===== config.mk =====
export PLATFORM = sky130hd
export DESIGN_NAME = bus_master_ctrl_flat
export DESIGN_NICKNAME = d
export VERILOG_FILES = /design/src/rtl/mcDefs.sv /design/src/rtl/bus_master_ctrl_if.sv /design/src/rtl/page_range_chk.sv /design/src/rtl/bus_master_ctrl.sv /design/src/flat_wrapper.sv
export SDC_FILE = /design/constraint.sdc
export NUM_CORES = 1
export LEC_CHECK = 0
export ABC_CLOCK_PERIOD_IN_PS = 6600
export CORE_ASPECT_RATIO = 1.4
export CORE_UTILIZATION = 52
export DETAILED_ROUTE_END_ITERATION = 10
export PLACE_DENSITY_LB_ADDON = 0.3
export SLEW_MARGIN = 10
export SYNTH_ARGS = -nofsm -noshare
export SYNTH_HDL_FRONTEND = slang
export SYNTH_HIERARCHICAL = 1
export SYNTH_SLANG_ARGS = --single-unit

===== constraint.sdc =====
create_clock -name clk -period 6.6 [get_ports clk]
set_clock_uncertainty 0.1 [all_clocks]
set_input_delay 1.32 -clock clk [delete_from_list [all_inputs] [get_ports clk]]
set_output_delay 1.32 -clock clk [all_outputs]
set_load 0.005 [all_outputs]

===== src/rtl/mcDefs.sv =====
// Shared definitions for the burst bus master: bus geometry, burst length and FSM states.
package mcDefs;

  localparam int unsigned BUSWIDTH  = 16;
  localparam int unsigned BURST_LEN = 4;
  localparam int unsigned WORDSW    = BUSWIDTH * BURST_LEN;

  typedef enum logic [2:0] {
    StWake,
    StIdle,
    StAddr,
    StData0,
    StData1,
    StData2,
    StData3,
    StTurn
  } mc_state_e;

  // Data-phase states are consecutive encodings, so the word index is an offset from StData0.
  function automatic logic [1:0] data_idx(input mc_state_e st);
    logic [2:0] d;
    d = 3'(st) - 3'(StData0);
    return d[1:0];
  endfunction

endpackage


===== src/rtl/bus_master_ctrl_if.sv =====
// Shared multiplexed address/data main bus between the burst master and the memory slave.
interface bus_master_ctrl_if;

  logic                        AddrValid;
  logic                        busRw;
  logic [mcDefs::BUSWIDTH-1:0] AddrDataOut;
  logic                        AddrDataOe;
  logic [mcDefs::BUSWIDTH-1:0] AddrDataIn;

  modport master (
    output AddrValid,
    output busRw,
    output AddrDataOut,
    output AddrDataOe,
    input  AddrDataIn
  );

  modport slave (
    input  AddrValid,
    input  busRw,
    input  AddrDataOut,
    input  AddrDataOe,
    output AddrDataIn
  );

endinterface


===== src/rtl/page_range_chk.sv =====
// Page window comparator; only instantiated when ADDR_RANGE_CHECK_EN is defined.
module page_range_chk #(
  parameter logic [3:0] PAGE_LO = 4'h0,
  parameter logic [3:0] PAGE_HI = 4'hF
) (
  input  logic [3:0] page,
  output logic       in_range
);

  assign in_range = (page >= PAGE_LO) && (page <= PAGE_HI);

endmodule


===== src/rtl/bus_master_ctrl.sv =====
// Four-word burst master on a multiplexed address/data bus.
// Optional page range rejection is enabled by defining ADDR_RANGE_CHECK_EN.
module bus_master_ctrl
  import mcDefs::*;
#(
  parameter logic [3:0] PAGE_LO = 4'h0,
  parameter logic [3:0] PAGE_HI = 4'hF
) (
  input  logic                clk,
  input  logic                resetL,
  input  logic                req,
  input  logic                rw,
  input  logic [15:0]         addr,
  input  logic [WORDSW-1:0]   wrData,
  output logic                busy,
  output logic                done,
  output logic                err,
  output logic [WORDSW-1:0]   rdData,
  bus_master_ctrl_if.master   bus
);

  mc_state_e             state_q, state_d;
  logic                  rw_q;
  logic [BUSWIDTH-1:0]   addr_q;
  logic [WORDSW-1:0]     wr_q;
  logic [WORDSW-1:0]     rd_q;
  logic                  page_ok;
  logic                  accept;
  logic                  is_data;

`ifdef ADDR_RANGE_CHECK_EN
  logic err_q;

  page_range_chk #(
    .PAGE_LO (PAGE_LO),
    .PAGE_HI (PAGE_HI)
  ) u_page_range_chk (
    .page     (addr[15:12]),
    .in_range (page_ok)
  );

  // Rejected requests never leave IDLE; err is a registered one-cycle flag.
  always_ff @(posedge clk or negedge resetL) begin
    if (!resetL) err_q <= 1'b0;
    else         err_q <= (state_q == StIdle) && req && !page_ok;
  end

  assign err = err_q;
`else
  logic unused_page_cfg;

  assign page_ok         = 1'b1;
  assign err             = 1'b0;
  assign unused_page_cfg = ^{PAGE_LO, PAGE_HI};
`endif

  assign accept  = (state_q == StIdle) && req && page_ok;
  assign is_data = state_q inside {StData0, StData1, StData2, StData3};
  assign rdData  = rd_q;

  always_ff @(posedge clk or negedge resetL) begin
    if (!resetL) state_q <= StWake;
    else         state_q <= state_d;
  end

  always_comb begin
    state_d = state_q;
    unique case (state_q)
      StWake:  state_d = StIdle;
      StIdle:  if (accept) state_d = StAddr;
      StAddr:  state_d = StData0;
      StData0: state_d = StData1;
      StData1: state_d = StData2;
      StData2: state_d = StData3;
      StData3: state_d = StTurn;
      StTurn:  state_d = StIdle;
      default: state_d = StWake;
    endcase
  end

  always_comb begin
    busy            = 1'b0;
    done            = 1'b0;
    bus.AddrValid   = 1'b0;
    bus.busRw       = 1'b0;
    bus.AddrDataOut = '0;
    bus.AddrDataOe  = 1'b0;
    unique case (state_q)
      StAddr: begin
        busy            = 1'b1;
        bus.AddrValid   = 1'b1;
        bus.busRw       = rw_q;
        bus.AddrDataOut = addr_q;
        bus.AddrDataOe  = 1'b1;
      end
      StData0, StData1, StData2, StData3: begin
        busy = 1'b1;
        if (!rw_q) begin
          bus.AddrDataOut = wr_q[data_idx(state_q)*BUSWIDTH +: BUSWIDTH];
          bus.AddrDataOe  = 1'b1;
        end
      end
      StTurn:  done = 1'b1;
      default: ;
    endcase
  end

  // Request fields are frozen at accept; the slave forms base+k itself.
  always_ff @(posedge clk or negedge resetL) begin
    if (!resetL) begin
      rw_q   <= 1'b0;
      addr_q <= '0;
      wr_q   <= '0;
      rd_q   <= '0;
    end else begin
      if (accept) begin
        rw_q   <= rw;
        addr_q <= addr;
        wr_q   <= wrData;
      end
      if (is_data && rw_q) begin
        rd_q[data_idx(state_q)*BUSWIDTH +: BUSWIDTH] <= bus.AddrDataIn;
      end
    end
  end

endmodule


===== src/flat_wrapper.sv =====
// flat-port wrapper written by rule: the top's interface ports become plain ports
module bus_master_ctrl_flat import mcDefs::*;
#(
  parameter logic [3:0] PAGE_LO = 4'h0,
  parameter logic [3:0] PAGE_HI = 4'hF
)
  (clk, resetL, req, rw, addr, wrData, busy, done, err, rdData, bus_AddrValid, bus_busRw, bus_AddrDataOut, bus_AddrDataOe, bus_AddrDataIn);
  bus_master_ctrl_if bus_i ();
  input  logic clk;
  input  logic resetL;
  input  logic req;
  input  logic rw;
  input  logic [15:0] addr;
  input  logic [WORDSW-1:0] wrData;
  output logic busy;
  output logic done;
  output logic err;
  output logic [WORDSW-1:0] rdData;
  output wire logic [$bits(bus_i.AddrValid)-1:0] bus_AddrValid;
  output wire logic [$bits(bus_i.busRw)-1:0] bus_busRw;
  output wire logic [$bits(bus_i.AddrDataOut)-1:0] bus_AddrDataOut;
  output wire logic [$bits(bus_i.AddrDataOe)-1:0] bus_AddrDataOe;
  input wire logic [$bits(bus_i.AddrDataIn)-1:0] bus_AddrDataIn;
  assign bus_AddrValid = bus_i.AddrValid;
  assign bus_busRw = bus_i.busRw;
  assign bus_AddrDataOut = bus_i.AddrDataOut;
  assign bus_AddrDataOe = bus_i.AddrDataOe;
  assign bus_i.AddrDataIn = bus_AddrDataIn;
  bus_master_ctrl #(.PAGE_LO(PAGE_LO), .PAGE_HI(PAGE_HI)) u_core (.clk(clk), .resetL(resetL), .req(req), .rw(rw), .addr(addr), .wrData(wrData), .busy(busy), .done(done), .err(err), .rdData(rdData), .bus(bus_i));
endmodule

Yosys cells after proc, flatten, opt, wreduce, memory -nomap -nowiden
Index checks and enable logic that the tools add are counted.
Operators by class
  add/sub/neg operators: 2
  eq/ne operators: 8
  shift-type cells: 3
  muxes and demuxes: 11
  reduce and logical (&&, ||, !) cells: 7
Operators by type and width (number)
  $bwmux W64: 1
  $shift A16 B34 Y64 const A: 1
  $shiftx A16 B34 Y64: 1
  $shiftx A64 B7 Y16: 1
  $neg A6 Y34: 1
  $pmux W16 S2: 1
  $pmux W3 S7: 1
  $mux W16: 1
  $eq A3 B3 Y1 const B: 4
  $eq A3 B2 Y1 const B: 2
  $mux W1: 5
  $reduce_or A5 Y1: 1
  $reduce_bool A4 Y1: 1
  $reduce_or A4 Y1: 1
  $eq A3 B1 Y1 const B: 1
  $logic_not A3 Y1: 1
  $mux W3: 1
  $logic_and A1 B1 Y1: 2
  $ne A2 B1 Y1 const B: 1
  $pmux W1 S2: 1
  $reduce_or A2 Y1: 1
  $sub A2 B2 Y2 const B: 1
Word-level totals
  register bits after elaboration: 148
  input port bits: 100
  output and inout bits: 86
  logic and storage cells: 36

Logic depth before layout (Yosys ltp)
  depth after elaboration: 4
  mapped depth: 8
  gate-level depth less buffers: 5

Worst setup path before layout
No wires, ideal clock.
  kind: reg2out
  start point: reg u_core.state_q[0]
  end point: out bus_AddrDataOut[0]
  arrival: 1919 ps
  data required time: 5180 ps
  setup slack: 3261 ps
  stages on the path, launching flop included: 8
  path buffers: 3
  cells stage by stage: dfrtp_1 -> buf_4 -> inv_1 -> ha_1 -> buf_2 -> buf_2 -> mux4_2 -> a22o_1
Between the ends
  longest elaborated chain between the ends: 4
  elaborated cells between the ends (all ways): 10
  those cells by class: 1 x add/sub; 5 x eq/ne; 1 x shift; 2 x mux; 1 x reduce/logical
RTL lines
  start: declaration: line bus_master_ctrl.sv:22  | mc_state_e state_q, state_d;
  start signal: assignment: line bus_master_ctrl.sv:62  | if (!resetL) state_q <= StWake;
  start signal: assignment: line bus_master_ctrl.sv:63  | else state_q <= state_d;
  $sub A2 B2 Y2: line mcDefs.sv:22  | d = 3'(st) - 3'(StData0);
  $shiftx A64 B7 Y16: line bus_master_ctrl.sv:99  | bus.AddrDataOut = wr_q[data_idx(state_q)*BUSWIDTH +: BUSWIDTH];
  $mux W16: line bus_master_ctrl.sv:98  | if (!rw_q) begin
  $pmux W16 S2 *: line bus_master_ctrl.sv:88  | unique case (state_q)
  end: declaration: line flat_wrapper.sv:21  | output wire logic [$bits(bus_i.AddrDataOut)-1:0] bus_AddrDataOut;
Mark *: on every way between the ends. The rest lies on a longest branch, timed or not.

Worst setup path after layout
  start point: reg u_core.state_q[0]
  end point: out bus_AddrDataOut[9]
The elaborated chain is that of the path after synthesis.

==> results.toml <==
[synthesis]
syn_nets = 603
syn_area_um2 = 6520
synth-seq-cells = 148
avgSynthCellArea_um2 = 13.09
synth_edf_count = 0
yosysWarnings = 6
synth_seq_area_share = 0.5680
syn_inst = 498
synth_cell_types = 32
synth_top_area_cell = "dfrtp_1"
async_flop_share = 1.000
synth_ff_type = "dfrtp_1"
synth_top_area_frac = 0.5680
synth_area_leaders = "dfrtp_1 (57%), mux2_2 (14%), o31ai_1 (7.4%)"

[hold_path]
min_from = "u_core/rdData[43]"
hold_path_end = "u_core/rdData[43]"
hp-class = "flop to flop"
holdPathStages = 2

[global_route]
antenna_found_initial = 0
grt_max_degree = 82
grt_overflow = 0
grt_pass1_vias = 4970
track_usage = 0.2519
grt_pass1_wl_um = 25140

[power]
p_per_area_nw_per_um2 = 512.7
share_comb_of_total_power = 0.437
internal-power_uw = 3106
clkPwrFrac = 0.211
power_frac_seq = 0.352
switchingPower_uw = 1508
vdd_drop_max_v = 0.0002991
p_sw_frac = 0.3268
p_leak_uw = 0.003780

[cts]
cts.sinks = 148
cts_buffer_depth = 2
cts_made_buffers = 17
cts_setup_buffers = 0
clock_latency_ns = 0.41
clk_pin_slew_ns = 0.06
htree_levels = 4
cts_resized = 0
clk_root_buffer_cell = "clkbuf_16"
cts_tree = "built"
cts_hold_buf = 0

[worst_setup_path]
rr_worst_depth = 4
crit_top_cell = "buf_4"
crit_path_end_kind = "primary output"
max_stage_delay_ns = 0.70
critPathTopFamily = "buffers and inverters"
crit_path_start_kind = "flop"
reg2reg_setup_slack_ns = 3.61
crit_type = "flop to primary output"
r2r_end = "u_core/rdData[36]"
worst-path-buf-inv = 3
crit_chain = "buf_4 > ha_1 > nor4b_4 > buf_4 > nor3_4 > a22o_1 > clkdlybuf4s50_1"
worstPathMaxFanout = 34
arrival_ns = 3.64
timing.rr.start = "u_core/state_q[0]"
required_ns = 5.18
slowest_stage = "nor3_4"

[timing]
setup_ws_ns = 1.542
setup_viol = 0
maxSlewHeadroom = 0.3296
fin_crit_ns = 5.058
worstMarginPinSlew_ns = 1.006
fin_crit_sh = 0.7664
timing.fmax_mhz = 197.7
fin_tns_setup_ns = 0
rsz0062_at_grt = "no"
drv_slew = 0
final-hold-violation-count = 0

[detailed_routing]
top_signal_layer_used = "met4"
viasPerCell = 5.663
drtAntennaViolNets = 0
wl_um = 15620
drtIter0Drc = 206
wl_met2_um = 8521
via_count = 4706
wl_met1_um = 5726
wl_per_cell_um = 18.80
wl_met3_um = 1038
route.detailed.drc = 0
first_pass_iters = 5

[floorplanning]
io-pin-count = 186
core_region_area_um2 = 12250
initial_utilization = 0.5322
die_w_um = 96.64
dieArea_um2 = 13000
rows = 48
dieHeight_um = 134.5

[placed_design]
globalplace.congestion = 0.8472
dpl_cell_area_um2 = 8394
port-buffer-count = 184
dp_slack_ns = 1.939
dp_hpwl_um = 11170

[finish]
design_area_um2 = 9000
n_antenna_cell = 0
final_nets = 773
fillers = 845
syn_to_final_growth_pct = 38.03
layout-drive-gt1-share = 0.2100

[run]
drv_cap = 0

[outcome]
status = "finished clean"
## power groups by stage
stage	registers, uW	logic [uW]	clock network, uW
finish	1620	2020	976
global placement	1600	1950	0
CTS	1620	2030	994
floorplan	1550	1190	0
global route	1680	2180	1030
detailed placement	1630	2020	0
## cells by family (layout without fill, tap and decap cells)
family	after synthesis	after routing	share of synthesized area
adders and majority gates	5	5	0.009595
AOI/OAI and AO/OA	105	105	0.1169
other	1	1	0.0005752
buffers and inverters	42	225	0.03358
and+or+nand+nor	98	98	0.07292
muxes	99	99	0.1984
DFF	148	148	0.5680
## sequential cells by signal, indices dropped and copies added (netlist names)
signal          cells
u_core/wr_q        64
u_core/state_q      3
u_core/addr_q      16
u_core/rw_q         1
u_core/rdData      64
## metrics by stage
| stage | instances | total power (uW) | hold slack (ns) | util |
|---|---|---|---|---|
| after global routing | 831 | 4883 | 0.4071 | 0.7346 |
| after CTS | 831 | 4651 | 0.3791 | 0.7346 |
| final | 831 | 4614 | 0.3744 | 0.7346 |
| after global placement | 799 | 3551 | 0.3595 | 0.6852 |
| after floorplan | 498 | 2744 | 0.3726 | - |
| after detailed placement | 799 | 3654 | 0.3655 | 0.6852 |
## worst max-delay path by stage
stage | from | endpoint | depth (start not counted) | slack, ns
6_report | u_core/state_q[0] | bus_AddrDataOut[9] | 7 | 1.54
5_1_grt | u_core/state_q[0] | bus_AddrDataOut[9] | 7 | 1.23
4_1_cts | u_core/state_q[0] | bus_AddrDataOut[9] | 7 | 1.49
3_5_place_dp | u_core/state_q[0] | bus_AddrDataOut[1] | 7 | 1.94
3_3_place_gp | u_core/state_q[0] | bus_AddrDataOut[15] | 7 | 2.03
2_1_floorplan | u_core/state_q[0] | bus_AddrDataOut[0] | 7 | 3.26
## cells in the mapped netlist (2+ instances only)
library cell and count:
nor3b_1 3, buf_2 26, nand2_1 67, clkbuf_1 7
mux2_2 82, and2_1 2, buf_4 3, dfrtp_1 148
a22o_1 16, clkbuf_2 2, o31ai_1 64, mux4_2 16
inv_1 2, nor2_1 2, ha_1 5, o21ai_0 16
or2_2 2, nand2b_1 17, o211ai_1 3, buf_6 2
a21oi_1 2
## cells in the final DEF (no fill, tap or decap), types with 2 or more instances in the layout
cell type,synthesis,routed
a21oi_1,2,2
a22o_1,16,16
and2_1,2,2
buf_4,3,7
bufinv_16,0,2
clkbuf_16,0,17
clkdlybuf4s50_1,0,183
clkinvlp_4,0,2
dfrtp_1,148,148
ha_1,5,5
inv_1,2,2
inv_6,0,5
inv_8,0,3
mux2_2,82,82
mux4_2,16,16
nand2_1,67,67
nand2b_1,17,17
nor2_1,2,2
nor3b_1,3,3
o211ai_1,3,3
o21ai_0,16,16
o31ai_1,64,64
or2_2,2,2
## layout make-up
cell class | count | area (um^2) | share of cell area
Sequential cell | 148 | 3704 | 0.4115
Multi-Input combinational cell | 308 | 2600 | 0.2889
Timing Repair Buffer | 191 | 1896 | 0.2106
Clock buffer | 18 | 439.2 | 0.04880
Tap cell | 150 | 187.7 | 0.02085
Clock inverter | 14 | 166.4 | 0.01849
Inverter | 2 | 7.507 | 0.0008341
## worst register-to-register path, stage by stage (launching register included)
cell and delay [ns]:
dfrtp_1 0.66, inv_1 0.18, ha_1 0.92, nand2_1 0.59
o31ai_1 0.42
## layer usage
layer | track usage | up-vias
met5 | 0 | -
met4 | 0.1086 | 0
met3 | 0.07816 | 29
met2 | 0.4566 | 195
met1 | 0.2702 | 2325
li1 | - | 2157
No activity file was read; power rests on OpenSTA's default activity.
